`config.mk`:
```
export PLATFORM = sky130hd
export DESIGN_NAME = pooling_ctrl
export DESIGN_NICKNAME = d
export VERILOG_FILES = /design/src/rtl/pooling_ctrl.sv
export SDC_FILE = /design/constraint.sdc
export NUM_CORES = 1
export LEC_CHECK = 0
export ABC_CLOCK_PERIOD_IN_PS = 5620
export BUFFER_PORTS_ARGS = -buffer_cell sky130_fd_sc_hd__buf_2
export CORE_ASPECT_RATIO = 0.5
export CORE_UTILIZATION = 25
export DETAILED_ROUTE_END_ITERATION = 12
export PLACE_DENSITY_LB_ADDON = 0.05
export SYNTH_ARGS = -nofsm -noshare
export SYNTH_HDL_FRONTEND = slang
export SYNTH_SLANG_ARGS = --single-unit
```
`constraint.sdc`:
```
create_clock -name clk -period 5.62 [get_ports clk]
set_input_delay 0.281 -clock clk [delete_from_list [all_inputs] [get_ports clk]]
set_output_delay 0.281 -clock clk [all_outputs]
set_load 0.02 [all_outputs]
```
`src/rtl/pooling_ctrl.sv`:
```
// Sequencing controller for the pooling datapath. It latches a layer config, gates and
// tags the input word stream, and counts result words until the layer drains.
module pooling_ctrl #(
  parameter int DATA_WIDTH = 16,
  parameter int NUM_PE     = 4,
  parameter int CFG_WIDTH  = 3,
  parameter int CTRL_WIDTH = 6,
  parameter int DIM_WIDTH  = 10
) (
  input  logic                   clk,
  input  logic                   reset,
  input  logic                   start,
  input  logic [DIM_WIDTH-1:0]   cfg_in_w,
  input  logic [DIM_WIDTH-1:0]   cfg_in_h,
  input  logic [1:0]             cfg_pool_k,
  input  logic                   cfg_mode,
  input  logic [2*DIM_WIDTH-1:0] cfg_out_words,
  output logic                   busy,
  output logic                   done,
  output logic                   err,
  output logic                   pool_enable,
  output logic [CFG_WIDTH-1:0]   pool_cfg,
  output logic [CTRL_WIDTH-1:0]  pool_ctrl,
  input  logic                   pool_ready,
  input  logic                   src_valid,
  output logic                   src_ready,
  output logic                   pool_wr_req,
  input  logic                   pool_wr_ready,
  input  logic                   pool_rd_req,
  input  logic                   pool_rd_ready
);

  localparam int SHIFT = $clog2(NUM_PE);
  localparam int CNT_W = 2 * DIM_WIDTH;
  localparam logic [DIM_WIDTH:0] PE_ROUND = (DIM_WIDTH + 1)'(NUM_PE - 1);

  if (DATA_WIDTH < 1 || NUM_PE < 1 || (NUM_PE & (NUM_PE - 1)) != 0 ||
      CFG_WIDTH < 3 || CTRL_WIDTH < 6) begin : g_bad_params
    $error("pooling_ctrl: unsupported parameter combination");
  end

  typedef enum logic [2:0] {S_IDLE, S_CFG, S_RUN, S_DRAIN, S_DONE} state_t;
  state_t state, state_nxt;

  logic [DIM_WIDTH-1:0] wpr, col, row, wpr_new;
  logic [1:0]           k_m1, row_k;
  logic                 mode;
  logic [CNT_W-1:0]     total_in, out_words, in_cnt, out_cnt, out_cnt_nxt, total_new;
  logic [DIM_WIDTH:0]   w_round;
  logic                 zero_dim, accept, counting, rd_hs, overcount;
  logic                 last_word, outs_complete;

  assign w_round   = {1'b0, cfg_in_w} + PE_ROUND;
  assign wpr_new   = DIM_WIDTH'(w_round >> SHIFT);
  assign total_new = CNT_W'(wpr_new) * CNT_W'(cfg_in_h);
  assign zero_dim  = (cfg_in_w == '0) || (cfg_in_h == '0);

  assign accept        = (state == S_RUN) && src_valid && pool_wr_ready;
  assign counting      = state inside {S_RUN, S_DRAIN, S_DONE};
  assign rd_hs         = counting && pool_rd_req && pool_rd_ready;
  assign overcount     = rd_hs && (out_cnt == out_words);
  assign out_cnt_nxt   = (rd_hs && !overcount) ? out_cnt + 1'b1 : out_cnt;
  // Compare against the post-handshake count so done follows the final read by one cycle.
  assign outs_complete = (out_cnt_nxt == out_words);
  assign last_word     = (in_cnt == total_in - 1'b1);

  always_comb begin
    // NOTE: default first so no path through the case leaves state_nxt unassigned (no latch).
    state_nxt = state;
    case (state)
      S_IDLE:  if (start) state_nxt = zero_dim ? S_DONE : S_CFG;
      S_CFG:   if (pool_ready) state_nxt = S_RUN;
      S_RUN:   if (accept && last_word) state_nxt = outs_complete ? S_DONE : S_DRAIN;
      S_DRAIN: if (outs_complete) state_nxt = S_DONE;
      S_DONE:  state_nxt = S_IDLE;
      default: state_nxt = S_IDLE;
    endcase
  end

  assign busy        = (state != S_IDLE);
  assign done        = (state == S_DONE);
  assign pool_enable = (state == S_RUN) || (state == S_DRAIN);
  assign src_ready   = (state == S_RUN) && pool_wr_ready;
  assign pool_wr_req = (state == S_RUN) && src_valid;
  assign pool_cfg    = CFG_WIDTH'({mode, k_m1});

  always_comb begin
    pool_ctrl = '0;
    if (state == S_RUN) begin
      pool_ctrl[0] = (row == '0) && (col == '0);
      pool_ctrl[1] = (col == wpr - 1'b1);
      pool_ctrl[2] = last_word;
      pool_ctrl[3] = (row_k == k_m1);
      pool_ctrl[4] = (row_k == 2'd0);
    end
  end

  always_ff @(posedge clk) begin
    // NOTE: every register, config latches included, is cleared so pool_cfg reads 0 after reset.
    if (reset) begin
      state     <= S_IDLE;
      wpr       <= '0;
      total_in  <= '0;
      out_words <= '0;
      k_m1      <= '0;
      mode      <= 1'b0;
      col       <= '0;
      row       <= '0;
      row_k     <= '0;
      in_cnt    <= '0;
      out_cnt   <= '0;
      err       <= 1'b0;
    end else begin
      // NOTE: non-blocking assignments so every register samples pre-edge values.
      state <= state_nxt;
      if (state == S_IDLE && start) begin
        wpr       <= wpr_new;
        total_in  <= total_new;
        out_words <= cfg_out_words;
        k_m1      <= cfg_pool_k;
        mode      <= cfg_mode;
        col       <= '0;
        row       <= '0;
        row_k     <= '0;
        in_cnt    <= '0;
        out_cnt   <= '0;
        err       <= zero_dim;
      end else begin
        if (accept) begin
          in_cnt <= in_cnt + 1'b1;
          if (col == wpr - 1'b1) begin
            col   <= '0;
            row   <= row + 1'b1;
            row_k <= (row_k == k_m1) ? 2'd0 : row_k + 2'd1;
          end else begin
            col <= col + 1'b1;
          end
        end
        out_cnt <= out_cnt_nxt;
        if (overcount) err <= 1'b1;
      end
    end
  end

endmodule

```
==> summary.txt, run 1 <==
Outcome
  – Status: finished clean

Global route
  – Largest net degree at the start of global routing: 59
  – First-pass GRT wire length: approximately 46000 µm
  – Gr usage total: 14.8%
  – Initial antenna violation count: 0
  – Remaining Overflow, GRT: 0
  – Vias in the first global route: between 8000 and 9000

Critical path
  – Critical path launch point type: primary input
  – Required time worst endpoint: 5.99 ns
  – Worst reg-to-reg path cell count: 9
  – Critical path arrival: 5.52 ns
  – Critical path class: in2reg
  – Critical-path cell list: buf_2, nor2_1, nor2b_1, nand3_1, nor2_1, nand3_1, nor2_2, xnor2_1, nor2b_1, fa_1, fa_1, fa_1, inv_1, fa_1, inv_1, ha_1, nand2_1, o21ai_0, a41oi_1, a21oi_1, a31oi_1, or4_1, nand3_1
  – CP peak stage delay: between 0.5 and 0.6 ns
  – Crit path max fanout: 4
  – CP endpoint kind: register
  – CP dominant cell by count: fa_1
  – Crit path max-delay cell type: fa_1

Placed design
  – Hpwl dp: 21200 µm
  – IO Port Bufs: 64
  – Gpl congestion: 0.851
  – Placed Area: between 10000 and 15000 µm²
  – Cell count after placement: 1741

Power
  – Total power: 3730 µW
  – Pwr dens: about 330 nW/µm²
  – Leak Pwr: 0.00466 µW
  – Peak VDD IR: 0.195 mV

Drt
  – Met3 wire len: 697 µm
  – DRT iter0 DRCs: between 300 and 400
  – Vias: a little over 8000
  – DRC Markers: 0
  – TritonRoute pass-1 iters: 6
  – Wire length on met2: 12700 µm
  – Avg Vias per Cell: 4.57
  – DR WL/cell: 15.4 µm
  – Top sig layer: met4
  – WL final: 27300 µm
  – Detail Route Antenna Nets: 0
  – M1 wire length: between 10000 and 15000 µm

Floorplanning
  – Die ar.: between 30000 and 40000 µm²
  – Cell Rows: 50
  – Die Wd: 280 µm
  – Die height: 141 µm
  – Core area: 37700 µm²
  – Starting Density: 25.6%
  – I/O pin count: 66

Synth
  – Post-synthesis cell type count: 75
  – Post-synth top area share: 24.3%
  – Synth warn: 0
  – Most frequent cell after synthesis: nand2_1
  – FFs w/ async S/R, synth: 0%
  – Synth Flop Type: dfxtp_1
  – Post-synth top area cell: dfxtp_1
  – Seq/Total Area, Yosys: 24.3%
  – Commonest cells post-synth: nand2_1, dfxtp_1, nor2_1
  – Post-synthesis net count: 1356
  – EDFF count, synth: 0
  – Synth top area cells: dfxtp_1, fa_1, nand2_1
  – Mapped Cells: 1200
  – #FFs+latches synth: 117
  – Syn_area_per_cell: 8.03 µm²
  – Mapped Area: 9640 µm²

Timing
  – Hold Vio Cnt, Final: 0
  – Min Tclk post-route: 5.14 ns
  – Clock skew: 0.0148 ns
  – RSZ-0062 raised after global routing: false
  – Fin crit share: 91.5%
  – Final Setup Violations: 0
  – Achievable frequency: 194 MHz
  – Max Slew Vio Count: 0
  – Setup tns final: 0 ns
  – Least-Margin Pin Slew: 1.02 ns
  – Slew Limit Headroom: 31.9%

Clocking
  – Num Clock Sinks: 117
  – CTS root buf: clkbuf_16
  – Number of buffers created by CTS: 17
  – H-tree Lvls: 4
  – Clock tree buffer depth: 2
  – Clock slew at reported path FFs: 0.07 ns
  – Hold buffers post-CTS: 0
  – CTS tree: built
  – Latest clock arrival within the worst-skew pair: 0.44 ns

Finish
  – Layout Cells excl Fill: 1773
  – Layout area overhead: 16.0%
  – Final Cell Area: about 11000 µm²
  – Final core utilization: between 20% and 30%
  – Final net count: 1396
  – Share of cells above drive strength 1: 11.3%
  – N_diodes: 0

Hold path
  – Worst Hold Class: in2reg
  – WHS Path Cells: 3

Flow run
  – Total of max-cap violations: 0
metal layers:
metal,vias to the layer above,global-route usage (%)
met1,3901,19.9
met5,-,0
met2,82,24.5
met4,0,3.91
li1,4098,-
met3,22,2.55
sequential cells by signal, indices dropped and copies added (netlist names):
| name | flops |
|---|---|
| row | 10 |
| k_m1 | 2 |
| wpr | 9 |
| out_words | 20 |
| state | 3 |
| row_k | 2 |
| total_in | 19 |
| mode | 1 |
| col | 10 |
| err | 1 |
| in_cnt | 20 |
| out_cnt | 20 |
report_power, final:
part / switching [µW] / leakage, µW / internal, µW
sequential: 87.8 / 0.000951 / 888
clock: 432 / 0.000302 / 788
combinational: 861 / 0.00341 / 674
total: 1380 / 0.00466 / 2350
cells in the final DEF, fill, tap and decap left out, types with 36 or more instances in the layout:
cell / Yosys / layout
a21oi_1: 74 / 74
nor2_1: 105 / 103
xnor2_1: 60 / 59
ha_1: 48 / 48
buf_2: 8 / 64
nand2_1: 162 / 162
xor2_1: 64 / 64
fa_1: 57 / 57
nor2b_1: 36 / 36
inv_1: 99 / 99
dfxtp_1: 117 / 117
cell type report:
cell class	count	area (µm²)
well taps	520	651
fillers	4154	26500
flip-flops and latches	117	2340
clock inverters	15	228
inverters	100	375
multi-input cells	920	6670
clock buffers	17	425
repair buffers	84	483
what timing repair did:
action	in CTS	in global routing
endpoints found under the hold margin	0	0
endpoints found under the setup margin	0	1
resized for setup	0	2
buffers inserted	0	0
worst max-delay path: cells and delay by family:
kind	cells	cell delay [ns]
adders and majority gates	5	2.38
xor gates and xnor gates	1	0.21
and+or+nand+nor	10	1.60
buffers and inverters	3	0.18
AOI/OAI and AO/OA	4	0.85
per-stage QoR:
| stage | setup slack (ns) | hold WS [ns] |
|---|---|---|
| floorplan | 0.0808 | 0.417 |
| global placement | 0.0180 | 0.441 |
| detailed placement | -0.0868 | 0.457 |
| CTS | 0.367 | 0.0627 |
| global route | 0.00224 | 0.0712 |
| finish | 0.476 | 0.0786 |
worst paths after layout:
check        slack, ns           end          start
max               0.48  total_in[17]    cfg_in_w[0]
min               0.08       k_m1[0]  cfg_pool_k[0]
max reg2reg       1.73      state[2]  out_words[10]
min reg2reg       0.46          mode           mode
kinds of logic after synthesis:
kind of cell | count (synthesis) | share of synthesized area [%]
mux | 13 | 1.39
fa+ha+maj | 105 | 18.1
flops | 117 | 24.3
simple gates | 507 | 26.5
other cells | 1 | 0.0389
compound gates | 169 | 11.6
xor+xnor | 125 | 11.4
buf+inv | 163 | 6.65
(Power assumes the default switching activity.)
==> run 2: changes to the inputs <==
- PLACE_DENSITY: default -> 0.53
- PLACE_DENSITY_LB_ADDON: 0.05 -> default
==> run 2 against run 1 <==
  * Utilization is 0.12 points lower
  * Worst hold slack better by 0.012 ns
  * Combinational power fell by 5%
  * Critical path depth unchanged
  * Fmax increased by 2.1%
  * Clock power fell by 3%
  * Critical path type unchanged
==> summary.txt, run 2 (synthesis results as in run 1) <==
Power
  – Peak VDD IR: 0.212 mV
  – Pwr dens: 324 nW/µm²
  – Leak Pwr: 0.00465 µW
  – Total power: 3610 µW

Placed design
  – Pre-CTS setup slack: 0.149 ns
  – Placed Area: between 10000 and 15000 µm²
  – IO Port Bufs: 64
  – Hpwl dp: 18000 µm
  – Gpl congestion: 0.872

Clocking
  – CTS tree: built
  – Post-CTS setup buffers: 0
  – Post-cts sizing count: 0
  – Num Clock Sinks: about 120
  – Latest clock arrival within the worst-skew pair: ~0.43 ns
  – Clock slew at reported path FFs: 0.06 ns
  – CTS root buf: clkbuf_16
  – H-tree Lvls: 4
  – Clock tree buffer depth: 2
  – Number of buffers created by CTS: 17
  – Hold buffers post-CTS: 0

Global route
  – First-pass GRT wire length: 40300 µm
  – Gr usage total: approximately an eighth
  – Largest net degree at the start of global routing: 59
  – Initial antenna violation count: 0
  – Vias in the first global route: 8033
  – Remaining Overflow, GRT: 0

Timing
  – Final Setup Violations: 0
  – Min Tclk post-route: about 5.0 ns
  – Slew Limit Headroom: between 40% and 50%
  – Fin worst setup slack: 0.582 ns
  – Worst hold slack: 0.0911 ns
  – Hold Vio Cnt, Final: 0
  – Achievable frequency: 198 MHz
  – RSZ-0062 raised after global routing: false
  – Least-Margin Pin Slew: 0.837 ns
  – Max Slew Vio Count: 0
  – Fin crit share: around nine tenths
  – Setup tns final: 0 ns
  – Clock skew: 0.0143 ns

Finish
  – Final net count: ~1400
  – Final Cell Area: 11100 µm²
  – Largest registers: in_cnt x20, out_cnt x20, out_words x20
  – N_diodes: 0
  – Commonest non-fill, non-tap cell in the layout: nand2_1
  – Commonest non-fill, non-tap cells in the layout: nand2_1, dfxtp_1, nor2_1
  – Layout area overhead: 15.5%
  – Share of cells above drive strength 1: 11.0%

Drt
  – DRC Markers: 0
  – Detail Route Antenna Nets: 0
  – Vias: 8123
  – WL final: roughly 24000 µm
  – DRT iter0 DRCs: 385
  – DR WL/cell: 13.4 µm
  – TritonRoute pass-1 iters: 4
  – Avg Vias per Cell: 4.58

Critical path
  – Crit path max fanout: 5
  – Crit path max-delay cell type: fa_1
  – Critical path class: in2reg
  – CP endpoint kind: register
  – CP dominant cell by count: fa_1
  – Critical path arrival: around 5.4 ns
  – Critical-path cell list: buf_2, nor2_1, nor2b_1, nand3_1, nor2_1, nand3_1, nor2_1, xnor2_1, nor2b_1, fa_1, fa_1, fa_1, inv_1, fa_1, inv_1, ha_1, nand2_1, o21ai_0, a41oi_1, a21oi_1, a31oi_1, or4_1, nand3_1
  – Required time worst endpoint: 5.98 ns
  – Critical path launch point type: primary input
  – CP peak stage delay: 0.54 ns

Floorplanning
  – Die ar.: 39400 µm²
  – Core area: between 30000 and 40000 µm²
  – I/O pin count: 66
  – Cell Rows: 50
  – Die Wd: around 280 µm
  – Die height: between 100 and 150 µm
  – Starting Density: 25.6%

Hold path
  – Worst Hold Class: in2reg

Flow run
  – Total of max-cap violations: 0

Outcome
  – Status: finished clean
run 2: report_power, final:
| part | switching (µW) | internal, µW |
|---|---|---|
| clock | 420 | 757 |
| sequential | 85.2 | 888 |
| combinational | 809 | 646 |
run 2: worst max-delay path: cells and delay by family:
| family | cells | cell delay [ns] |
|---|---|---|
| compound gates | 4 | 0.77 |
| xor+xnor | 1 | 0.23 |
| fa+ha+maj | 5 | 2.45 |
| buf+inv | 3 | 0.18 |
| simple gates | 10 | 1.46 |
run 2: final timing paths:
check | endpoint | cells past startpoint | startpoint | slack [ns]
hold / removal | out_words[11] | 3 | cfg_out_words[11] | 0.09
hold reg to reg | mode | 2 | mode | 0.45
setup / recovery | total_in[17] | 23 | cfg_in_w[0] | 0.58
setup reg to reg | state[2] | 9 | out_cnt[3] | 1.97
run 2: layout make-up:
type	instances	area, µm²
Clock buffer	18	439
Tap cell	520	651
Fill cell	4140	26500
Sequential cell	117	2340
Inverter	100	375
Clock inverter	14	200
Multi-Input combinational cell	920	6660
Timing Repair Buffer	83	463
run 2: per-stage QoR:
stage	std cells	util, %
global route	1772	29.6
finish	1772	29.6
floorplan	1200	-
CTS	1772	29.6
global placement	1740	27.9
detailed placement	1740	27.9
run 2: layer usage:
layer / vias up / wire, µm / track usage (%)
li1: 4102 / - / -
met1: 3888 / 11200 / 16.0
met2: 104 / 11700 / 22.1
met3: 29 / 507 / 1.76
met4: 0 / 346 / 3.94
met5: - / 0 / 0
==> run 3: changes to the inputs <==
- ABC_AREA: default -> 1
- RECOVER_POWER: default -> 50
==> run 3 against run 2 <==
  * The run now ends with max-capacitance violations, max-slew violations left
  * Largest power group unchanged
  * Count of clock-buffer cells in the layout increased by 1
  * Final cell count increased by 14%
  * Combinational power increased by 45%
==> summary.txt, run 3 <==
Drt
  – Vias: roughly 8700
  – WL final: between 20000 and 25000 µm
  – TritonRoute pass-1 iters: 6
  – DR WL/cell: about 12 µm
  – DRT iter0 DRCs: 325
  – DRC Markers: 0
  – Avg Vias per Cell: between 4 and 5
  – Detail Route Antenna Nets: 0

Floorplanning
  – Cell Rows: 50
  – Die height: between 100 and 150 µm
  – I/O pin count: 66
  – Starting Density: 25.7%
  – Die Wd: 281 µm
  – Core area: 37800 µm²
  – Die ar.: 39700 µm²

Synth
  – Synth warn: 0
  – Post-synth top area share: 24.1%
  – Most frequent cell after synthesis: nand2_1
  – Post-synth top area cell: dfxtp_1
  – #FFs+latches synth: 117
  – Post-synthesis net count: 1552
  – Synth Flop Type: dfxtp_1
  – Post-synthesis cell type count: 50
  – Commonest cells post-synth: nand2_1, inv_1, nor2_1
  – Seq/Total Area, Yosys: 24.1%
  – Mapped Area: 9710 µm²
  – Syn_area_per_cell: 6.95 µm²
  – Mapped Cells: 1396
  – EDFF count, synth: 0
  – Synth top area cells: dfxtp_1, nand2_1, fa_1
  – FFs w/ async S/R, synth: 0%

Global route
  – Largest net degree at the start of global routing: 40
  – First-pass GRT wire length: 40900 µm
  – Vias in the first global route: ~8500
  – Remaining Overflow, GRT: 0
  – Initial antenna violation count: 0
  – Gr usage total: 12.7%

Finish
  – Layout Cells excl Fill: 2018
  – Final net count: 1641
  – Final Cell Area: 11300 µm²
  – Commonest non-fill, non-tap cell in the layout: nand2_1
  – Layout area overhead: 16.9%
  – Share of cells above drive strength 1: between 10% and 20%
  – Commonest non-fill, non-tap cells in the layout: nand2_1, inv_1, nor2_1
  – Largest registers: in_cnt x20, out_cnt x20, out_words x20
  – Final core utilization: between 30% and 40%
  – Fillers: 4195
  – N_diodes: 0

Timing
  – Max Slew Vio Count: 102
  – Setup tns final: 0 ns
  – Worst hold slack: 0.0690 ns
  – Slew Limit Headroom: -28.5%
  – Min Tclk post-route: 5.09 ns
  – Achievable frequency: approximately 200 MHz
  – Least-Margin Pin Slew: 1.93 ns
  – Final Setup Violations: 0
  – Fin crit share: 90.5%
  – Hold Vio Cnt, Final: 0
  – Clock skew: 0.00916 ns
  – RSZ-0062 raised after global routing: false

Power
  – Peak VDD IR: 0.167 mV
  – Leak Pwr: 0.00545 µW
  – Pwr dens: about 380 nW/µm²

Critical path
  – Critical path class: in2reg
  – Worst path bufs/invs: 14
  – Kind of cell adding the most delay to the critical path: adder cells
  – R2R Setup Slk: 1.42 ns
  – CP peak stage delay: roughly 0.51 ns
  – Critical path arrival: around 5.4 ns
  – Critical path launch point type: primary input
  – Crit path max-delay cell type: fa_1
  – CP dominant cell by count: inv_1
  – Crit path max fanout: 6
  – CP endpoint kind: register
  – Required time worst endpoint: between 5 and 6 ns

Clocking
  – CTS tree: built
  – CTS root buf: clkbuf_16
  – Latest clock arrival within the worst-skew pair: 0.42 ns
  – H-tree Lvls: 4
  – Clock slew at reported path FFs: 0.06 ns
  – Clock tree buffer depth: 2
  – Num Clock Sinks: 117
  – Number of buffers created by CTS: 17

Placed design
  – Gpl congestion: 0.856
  – Hpwl dp: ~19000 µm
  – IO Port Bufs: 64
  – Placed Area: 10800 µm²
  – Cell count after placement: 1986

Flow run
  – Total of max-cap violations: 3

Outcome
  – Status: complete, but fails checks
  – Violated checks: max-capacitance violations, max-slew violations

Hold path
  – Worst Hold Class: in2reg
==> run 3: cell count changes after synthesis, sizes merged, moves of 21 or more <==
| cell | previous run | this run |
|---|---|---|
| and3 | 21 | 0 |
| nor2b | 36 | 0 |
| xnor2 | 60 | 33 |
| inv | 100 | 257 |
| nor2 | 106 | 192 |
| o21ai | 19 | 54 |
| a21oi | 74 | 51 |
| nand3 | 31 | 62 |
| nand2 | 162 | 327 |
| clkbuf | 42 | 13 |
==> run 3: per-stage QoR <==
step           total power (µW)  setup WS (ns)
2_1_floorplan              2650          0.182
3_3_place_gp               3180        0.00864
3_5_place_dp               3170        -0.0826
4_1_cts                    4380          0.346
5_1_grt                    4770         0.0246
6_report                   4330          0.532
==> run 3: cells by family after synthesis <==
kind of cell	count (synthesis)	share of synthesized area [%]
simple gates	664	30.2
other cells	1	0.0386
xor+xnor	86	7.84
fa+ha+maj	105	17.9
flops	117	24.1
compound gates	139	8.28
buf+inv	284	11.6
==> run 3: cell type report <==
class | instances | area (µm²) | area share (%)
Multi-Input combinational cell | 995 | 6210 | 54.7
Inverter | 259 | 972 | 8.57
Sequential cell | 117 | 2340 | 20.6
Clock inverter | 13 | 206 | 1.82
Tap cell | 520 | 651 | 5.73
Clock buffer | 19 | 433 | 3.82
Timing Repair Buffer | 95 | 537 | 4.73
==> run 3: path summary, 6_finish.rpt <==
path	start	to	depth (start not counted)
max reg2reg	state[1]	col[7]	10
min	cfg_out_words[0]	out_words[0]	3
min reg2reg	err	err	2
max	cfg_in_w[2]	total_in[14]	35
==> run 3: what timing repair did <==
action	CTS	global route
gates resized for setup	0	9
hold buffers	0	0
buffers inserted	0	0
setup endpoints to repair	0	3
==> run 3: worst min-delay path, stage by stage <==
cell	delay, ns
buf_2	0.07
nand2_1	0.04
o21ai_0	0.05
==> run 3: power breakdown <==
group,leakage (µW),total (µW),internal [µW],switching [µW]
combinational,0.00420,2120,830,1290
sequential,0.000951,1020,932,91.8
clock,0.000307,1190,786,403
total,0.00545,4330,2550,1790
==> run 3: per-layer routing <==
layer,share of wire [%],track usage [%],wire [µm]
met5,0,0,0
met1,48,16.0,11400
met2,47,22.3,11200
met4,1.7,3.45,408
met3,3.3,2.26,777
